===== config.mk =====
export PLATFORM = sky130hd
export DESIGN_NAME = ahb_req_seq
export DESIGN_NICKNAME = d
export VERILOG_FILES = /design/src/rtl/ahb_seq_pkg.sv /design/src/rtl/seq_cmd_fifo.sv /design/src/rtl/ahb_req_seq.sv
export SDC_FILE = /design/constraint.sdc
export NUM_CORES = 1
export LEC_CHECK = 0
export ABC_AREA = 0
export ABC_CLOCK_PERIOD_IN_PS = 2680
export CAP_MARGIN = 20
export CORE_ASPECT_RATIO = 0.75
export CORE_MARGIN = 4
export CORE_UTILIZATION = 51
export DETAILED_ROUTE_END_ITERATION = 8
export PLACE_DENSITY = 0.78
export SETUP_SLACK_MARGIN = 0.3
export SLEW_MARGIN = 10
export SYNTH_ARGS = -nofsm -noshare
export SYNTH_HDL_FRONTEND = slang
export SYNTH_SLANG_ARGS = --single-unit

===== constraint.sdc =====
create_clock -name hclk -period 2.68 [get_ports hclk]
set_input_delay 0.402 -clock hclk [delete_from_list [all_inputs] [get_ports hclk]]
set_output_delay 0.402 -clock hclk [all_outputs]
set_load 0.01 [all_outputs]

===== src/rtl/ahb_seq_pkg.sv =====
// Shared types and constants for the AHB request sequencer: bus encodings,
// FSM states, the queued command layout and the burst-to-beat decode.
package ahb_seq_pkg;

  localparam logic [1:0] HTRANS_IDLE   = 2'b00;
  localparam logic [1:0] HTRANS_BUSY   = 2'b01;
  localparam logic [1:0] HTRANS_NONSEQ = 2'b10;
  localparam logic [1:0] HTRANS_SEQ    = 2'b11;

  localparam logic [2:0] HBURST_SINGLE = 3'b000;
  localparam logic [2:0] HBURST_INCR   = 3'b001;
  localparam logic [2:0] HBURST_WRAP4  = 3'b010;
  localparam logic [2:0] HBURST_INCR4  = 3'b011;
  localparam logic [2:0] HBURST_WRAP8  = 3'b100;
  localparam logic [2:0] HBURST_INCR8  = 3'b101;
  localparam logic [2:0] HBURST_WRAP16 = 3'b110;
  localparam logic [2:0] HBURST_INCR16 = 3'b111;

  typedef enum logic [2:0] {
    ST_IDLE,
    ST_ISSUE,
    ST_WAIT_START,
    ST_WAIT_END,
    ST_DRAIN,
    ST_GAP
  } seq_state_e;

  typedef struct packed {
    logic        write;
    logic [31:0] addr;
    logic [2:0]  bsize;
  } seq_cmd_t;

  // Undefined-length INCR is issued as a single beat by this sequencer.
  function automatic logic [4:0] beats_of(input logic [2:0] bsize);
    case (bsize[2:1])
      2'b00:   return 5'd1;
      2'b01:   return 5'd4;
      2'b10:   return 5'd8;
      default: return 5'd16;
    endcase
  endfunction

endpackage


===== src/rtl/seq_cmd_fifo.sv =====
// Synchronous command FIFO; the head entry is visible without popping so the
// sequencer can hold it for the whole life of a transfer.
module seq_cmd_fifo #(
  parameter int WIDTH = 36,
  parameter int DEPTH = 4
) (
  input  logic                     hclk,
  input  logic                     hresetn,
  input  logic                     push,
  input  logic                     pop,
  input  logic [WIDTH-1:0]         din,
  output logic                     full,
  output logic                     empty,
  output logic [$clog2(DEPTH):0]   level,
  output logic [WIDTH-1:0]         head
);

  localparam int AW = $clog2(DEPTH);

  logic [WIDTH-1:0] r_mem [DEPTH];
  logic [AW-1:0]    r_wr_ptr;
  logic [AW-1:0]    r_rd_ptr;
  logic [AW:0]      r_level;
  logic             w_push;
  logic             w_pop;

  assign full   = (r_level == (AW+1)'(DEPTH));
  assign empty  = (r_level == '0);
  assign level  = r_level;
  assign head   = r_mem[r_rd_ptr];
  assign w_push = push && !full;
  assign w_pop  = pop && !empty;

  always_ff @(posedge hclk or negedge hresetn) begin
    if (!hresetn) begin
      r_wr_ptr <= '0;
      r_rd_ptr <= '0;
      r_level  <= '0;
    end else begin
      if (w_push) r_wr_ptr <= r_wr_ptr + AW'(1);
      if (w_pop)  r_rd_ptr <= r_rd_ptr + AW'(1);
      case ({w_push, w_pop})
        2'b10:   r_level <= r_level + (AW+1)'(1);
        2'b01:   r_level <= r_level - (AW+1)'(1);
        default: r_level <= r_level;
      endcase
    end
  end

  // NOTE: storage is deliberately left out of reset; an entry is only ever
  // read once r_level says it was written, so reset values would be dead logic.
  always_ff @(posedge hclk) begin
    if (w_push) r_mem[r_wr_ptr] <= din;
  end

endmodule


===== src/rtl/ahb_req_seq.sv =====
// Command sequencer in front of one AHB master: issues queued read/write
// requests, counts the master's beats and retires each command or times it out.
module ahb_req_seq
  import ahb_seq_pkg::*;
#(
  parameter int DEPTH = 4,
  parameter int TMO_W = 10
) (
  input  logic                   hclk,
  input  logic                   hresetn,
  input  logic                   cmd_valid,
  output logic                   cmd_ready,
  input  logic                   cmd_write,
  input  logic [31:0]            cmd_addr,
  input  logic [2:0]             cmd_bsize,
  output logic                   mst_wr_req,
  output logic                   mst_rd_req,
  output logic [31:0]            src_addr,
  output logic [2:0]             block_size,
  input  logic                   hgrant,
  input  logic                   hready,
  input  logic [1:0]             htrans,
  output logic                   busy,
  output logic                   done,
  output logic                   tmo_err,
  output logic [$clog2(DEPTH):0] level
);

  localparam int LW = $clog2(DEPTH) + 1;
  // The counter is compared one short of all-ones so that the error lands on
  // the same edge the count would reach all-ones.
  localparam logic [TMO_W-1:0] TMO_LAST = {{(TMO_W-1){1'b1}}, 1'b0};

  seq_state_e       r_state;
  logic             r_wr_req;
  logic             r_rd_req;
  logic [31:0]      r_src_addr;
  logic [2:0]       r_block_size;
  logic             r_done;
  logic             r_tmo_err;
  logic             r_busy;
  logic [TMO_W-1:0] r_tmo;
  logic [4:0]       r_beat_cnt;
  logic [4:0]       r_exp;

  seq_cmd_t         w_head;
  seq_cmd_t         w_cmd_in;
  logic             w_full;
  logic             w_empty;
  logic             w_push;
  logic             w_pop;
  logic             w_beat;
  logic             w_progress;
  logic             w_waiting;
  logic             w_tmo_fire;
  logic             w_next_idle;
  logic [LW-1:0]    w_level_nxt;

  assign w_cmd_in  = '{write: cmd_write, addr: cmd_addr, bsize: cmd_bsize};
  assign cmd_ready = !w_full;
  assign w_push    = cmd_valid && !w_full;

  seq_cmd_fifo #(
    .WIDTH ($bits(seq_cmd_t)),
    .DEPTH (DEPTH)
  ) u_fifo (
    .hclk    (hclk),
    .hresetn (hresetn),
    .push    (w_push),
    .pop     (w_pop),
    .din     (w_cmd_in),
    .full    (w_full),
    .empty   (w_empty),
    .level   (level),
    .head    (w_head)
  );

  // IDLE and BUSY transfers, stalled cycles and ungranted cycles never count.
  assign w_beat = hgrant && hready &&
                  (htrans == HTRANS_NONSEQ || htrans == HTRANS_SEQ);

  assign w_progress = (r_state == ST_WAIT_START) ? (w_beat && htrans == HTRANS_NONSEQ) :
                      (r_state == ST_WAIT_END)   ? w_beat :
                      (r_state == ST_DRAIN)      ? hready : 1'b0;
  assign w_waiting  = (r_state == ST_WAIT_START) || (r_state == ST_WAIT_END) ||
                      (r_state == ST_DRAIN);
  assign w_tmo_fire = w_waiting && !w_progress && (r_tmo == TMO_LAST);

  assign w_pop       = ((r_state == ST_DRAIN) && hready) || w_tmo_fire;
  assign w_level_nxt = level + LW'(w_push) - LW'(w_pop);
  assign w_next_idle = (r_state == ST_GAP) || ((r_state == ST_IDLE) && w_empty);

  // NOTE: every state register below uses <= so all updates see the values
  // from before the edge; a blocking = here would chain same-cycle updates.
  always_ff @(posedge hclk or negedge hresetn) begin
    if (!hresetn) begin
      r_state      <= ST_IDLE;
      r_wr_req     <= 1'b0;
      r_rd_req     <= 1'b0;
      r_src_addr   <= '0;
      r_block_size <= '0;
      r_done       <= 1'b0;
      r_tmo_err    <= 1'b0;
      r_busy       <= 1'b0;
      r_tmo        <= '0;
      r_beat_cnt   <= '0;
      r_exp        <= '0;
    end else begin
      r_done <= 1'b0;
      r_busy <= !w_next_idle || (w_level_nxt != '0);
      if (w_tmo_fire) begin
        r_tmo_err <= 1'b1;
        r_wr_req  <= 1'b0;
        r_rd_req  <= 1'b0;
        r_state   <= ST_GAP;
      end else begin
        case (r_state)
          ST_IDLE: begin
            if (!w_empty) r_state <= ST_ISSUE;
          end
          ST_ISSUE: begin
            r_wr_req     <= w_head.write;
            r_rd_req     <= !w_head.write;
            r_src_addr   <= w_head.addr;
            r_block_size <= w_head.bsize;
            r_exp        <= beats_of(w_head.bsize);
            r_beat_cnt   <= '0;
            r_tmo        <= '0;
            r_state      <= ST_WAIT_START;
          end
          ST_WAIT_START: begin
            if (w_progress) begin
              r_wr_req   <= 1'b0;
              r_rd_req   <= 1'b0;
              r_beat_cnt <= 5'd1;
              r_tmo      <= '0;
              r_state    <= (r_exp == 5'd1) ? ST_DRAIN : ST_WAIT_END;
            end else begin
              r_tmo <= r_tmo + TMO_W'(1);
            end
          end
          ST_WAIT_END: begin
            if (w_progress) begin
              r_beat_cnt <= r_beat_cnt + 5'd1;
              r_tmo      <= '0;
              if (r_beat_cnt + 5'd1 == r_exp) r_state <= ST_DRAIN;
            end else begin
              r_tmo <= r_tmo + TMO_W'(1);
            end
          end
          ST_DRAIN: begin
            if (w_progress) begin
              r_done  <= 1'b1;
              r_state <= ST_GAP;
            end else begin
              r_tmo <= r_tmo + TMO_W'(1);
            end
          end
          ST_GAP: begin
            r_wr_req     <= 1'b0;
            r_rd_req     <= 1'b0;
            r_src_addr   <= '0;
            r_block_size <= '0;
            r_state      <= ST_IDLE;
          end
          default: r_state <= ST_IDLE;
        endcase
      end
    end
  end

  assign mst_wr_req = r_wr_req;
  assign mst_rd_req = r_rd_req;
  assign src_addr   = r_src_addr;
  assign block_size = r_block_size;
  assign done       = r_done;
  assign tmo_err    = r_tmo_err;
  assign busy       = r_busy;

endmodule


==> metrics.md <==
| Metric | Value |
|---|---|
| Post-synth net total | 549 |
| CP arrival | 3.03 ns |
| Largest net degree at the start of global routing | 46 |
| PortBufs | 86 |
| Vias in the first global route | ~5,200 |
| Path depth of the worst reg2reg path | 13 |
| Final wirelength | around 18,000 um |
| Clk pwr share | 24.2% |
| Final nets | approximately 680 |
| Logic pwr share | between 30% and 40% |
| GRT busiest layer | met2 |
| FMAX | roughly 380 MHz |
| DRC Markers | 0 |
| Met2 GRT Util | 31.1% |
| GP Congestion | just over 0.9 |
| Antenna Nets Post-Route | 0 |
| # rows | 40 |
| # fillers | 1,120 |
| Area occupied by multi-input gates | between 0.002 and 0.0025 sq mm |
| Inst Count DP | around 800 |
| Reg2reg start | r_tmo[0]$_DFFE_PN0P_ |
| Setup CP Type | reg -> reg |
| Worst path most repeated cell | ha_4 |
| DR pass1 iterations | 4 |
| Vias per inst | 5.82 |
| I/O pin cnt | 87 |
| Share of cells above drive strength 1 | ~22% |
| Synth-to-layout area growth | 25.8% |
| Count leader, synth | edfxtp_1 |
| Initial antenna violation count | 0 |
| Top cell type by total area after synthesis | edfxtp_1 |
| M3 GR Usage | 3.86% |
| Ys Warns | 0 |
| Switching share of power | 31.1% |
| Post-synthesis sequential area ratio | 70.8% |
| Internal power | approximately 0.0081 W |
| Outcome | completed |
| RSZ-0062 raised after global routing | yes |
| Register area | 0.00605 sq mm |
| MaxCap Viol Count | 0 |
| Crit. End Element | register |
| Mapped Cells | between 400 and 500 |
| Area contributors post-synth | edfxtp_1 (51%), dfrtp_1 (20%), mux4_2 (9.5%) |
| Final std cells w/o fill | approximately 850 |
| CP required | 3.05 ns |
| Leakage Power | slightly below 4 nW |
| Total GRT Usage | 19.6% |
| Clock skew | 0.00836 ns |
| Critical-path cell list | inv_1, ha_2, and4_4, o2111ai_4, or3_4, nand2_4, ha_4, inv_2, ha_4, fa_2, xnor2_2, xnor2_1, nand3_1 |
| Hold Crit Class | in -> async |
| Synth top cells by count | edfxtp_1 (144), dfrtp_1 (69), a22o_1 (37) |
| Starting Density | 52.7% |
| Die width | ~160 um |
| DP Area | between 0.009 and 0.01 sq mm |
| Post-synth top flop | edfxtp_1 |
| Vias | between 4,000 and 5,000 |
| Period Utilization, post-route | approximately 100% |
| CTS Buf Count | 21 |
| GRT overflow | 0 |
| Net Sw Power | roughly 0.0037 W |
| CP startpoint kind | register |
| Synth Area per Inst | around 17 sq um |
| Hold slack | between 0.4 and 0.5 ns |
| Synth Register Bits | approximately 210 |
| Cell family with most CP delay | adder cells |
| R2r endpoint | busy$_DFF_PN0_ |
| Final setup fails | 0 |
| DP HPWL | ~11,000 um |
| CORE AREA | 0.0162 sq mm |
| H-Tree Depth | 1 |
| Crit path buf inv count | 2 |
| Avg WL per Cell | about 21 um |
| Cell Area, Synth | between 0.008 and 0.009 sq mm |
| Sequential power share | 41.3% |
| First-pass GRT wire length | 28,800 um |
| Final hold violations | 0 |
| PwrDens | 1100 mW/mm^2 |
| Crit-path max FO | 2 |
| Root Buffer | clkbuf_16 |
| Worst path slowest cell | or3_4 |
| Global-route track usage on met1 | between 20 and 30% |
| Max-slew violations | 0 |
| CTS tree | yes |
| Yosys top cell area share | about 51% |
| CTS max path bufs | 3 |
| Clk Latency, worst-skew pair | 0.50 ns |
| Slew headroom | ~56% |
| Post-synth cell types | 58 |
| Worst-margin pin slew | between 0.6 and 0.7 ns |
| Number of synthesized flops with an enable pin | 144 |
| Clock transition at path regs | roughly 0.06 ns |
| Die Y | around 120 um |
| Final instance area | 0.0108 sq mm |
| Clock Sinks | 213 |
| Max stage delay on crit path | 0.42 ns |
| Crit path time final | 2.66 ns |
| FFs w/ async S/R, synth | between 30% and 40% |
| Die area | roughly 0.019 sq mm |
| Detailed router's first-iteration violation count | between 300 and 400 |
| Reg-to-reg setup timing slack | ~0.019 ns |
| Diodes inserted | 0 |
| Peak supply drop | 0.677 mV |
power groups by stage:
stage	clock network, W	registers [W]	logic (W)
after floorplan	0	0.00491	0.00231
after global placement	0	0.00487	0.00388
after detailed placement	0	0.00492	0.00399
after CTS	0.00291	0.00487	0.00404
after global routing	0.00306	0.00495	0.00443
final	0.00285	0.00487	0.00408
routing by layer:
| metal | vias up | share of wire (%) |
|---|---|---|
| met1 | 2520 | 44 |
| met2 | 148 | 48 |
| met4 | 0 | 2.0 |
| met3 | 33 | 6.0 |
| li1 | 2226 | - |
| met5 | - | 0 |
cells by family (layout without fill, tap and decap cells):
kind of cell	after synthesis	after routing	synth area share (%)
compound gates	88	88	8.10
buf+inv	36	179	1.77
mux	37	37	9.60
fa+ha+maj	12	12	1.93
simple gates	95	95	6.46
xor+xnor	13	13	1.33
flops	213	213	70.8
state kept, by name (all words and copies together), names as in the netlist:
| signal | flops |
|---|---|
| r_exp | 4 |
| u_fifo.r_rd_ptr | 2 |
| u_fifo.r_wr_ptr | 2 |
| done | 1 |
| block_size | 3 |
| mst_rd_req | 1 |
| r_state | 3 |
| u_fifo.level | 3 |
| mst_wr_req | 1 |
| src_addr | 32 |
| u_fifo.r_mem | 144 |
| busy | 1 |
| r_beat_cnt | 5 |
| r_tmo | 10 |
| tmo_err | 1 |
repair_timing:
item,CTS,global route
endpoints found under the hold margin,44,0
hold buffers,1,0
pin swaps,4,10
gates resized for setup,10,10
buffers inserted,5,1
endpoints found under the setup margin,3,4
cell usage in the layout, fill, tap and decap left out, types with 3 or more instances in the layout:
cell type | netlist | routed
nand2_1 | 26 | 25
and3_2 | 0 | 4
o21ai_0 | 12 | 12
a22o_1 | 37 | 37
nand4_1 | 3 | 3
xnor2_1 | 9 | 8
o211ai_1 | 3 | 3
a21oi_1 | 8 | 8
nor2_1 | 9 | 8
clkdlybuf4s50_1 | 0 | 85
xor2_1 | 4 | 4
nor3_1 | 4 | 3
clkinv_1 | 0 | 3
clkbuf_16 | 0 | 21
or3_1 | 7 | 6
dfrtp_1 | 69 | 66
buf_4 | 0 | 36
clkbuf_1 | 12 | 5
nand3b_1 | 4 | 4
mux4_2 | 36 | 36
inv_1 | 12 | 10
a21boi_0 | 3 | 3
ha_4 | 0 | 3
dfrtp_2 | 0 | 3
edfxtp_1 | 144 | 144
ha_1 | 10 | 6
or4_1 | 5 | 5
buf_12 | 0 | 6
nand3_1 | 12 | 12
clkinv_2 | 0 | 4
o31ai_1 | 6 | 6
cell type report:
type | count | area share, %
tap | 210 | 2.44
clock buffer | 27 | 5.19
sequential | 213 | 56.3
inverter | 12 | 0.419
multi-input combinational | 245 | 22.9
timing repair buffer | 129 | 11.7
clock inverter | 11 | 1.01
per-stage QoR:
step	total power (W)	setup slack (ns)	setup TNS [ns]	util [%]
finish	0.0118	0.0194	0	66.3
global route	0.0124	-0.0650	-0.111	66.3
detailed placement	0.00890	-0.324	-0.697	61.3
CTS	0.0118	0.0530	0	66.0
floorplan	0.00721	0.0149	0	-
global placement	0.00875	-0.285	-0.622	61.3
worst max-delay path by stage:
stage                     cells after the start              startpoint              to
after floorplan                              12  r_state[2]$_DFFE_PN0P_  busy$_DFF_PN0_
after global placement                       12                  hgrant  busy$_DFF_PN0_
after detailed placement                     12                  hgrant  busy$_DFF_PN0_
after CTS                                    13    r_tmo[0]$_DFFE_PN0P_  busy$_DFF_PN0_
after global routing                         13    r_tmo[0]$_DFFE_PN0P_  busy$_DFF_PN0_
final                                        13    r_tmo[0]$_DFFE_PN0P_  busy$_DFF_PN0_
Note: power is estimated with default switching activity, not from simulation.
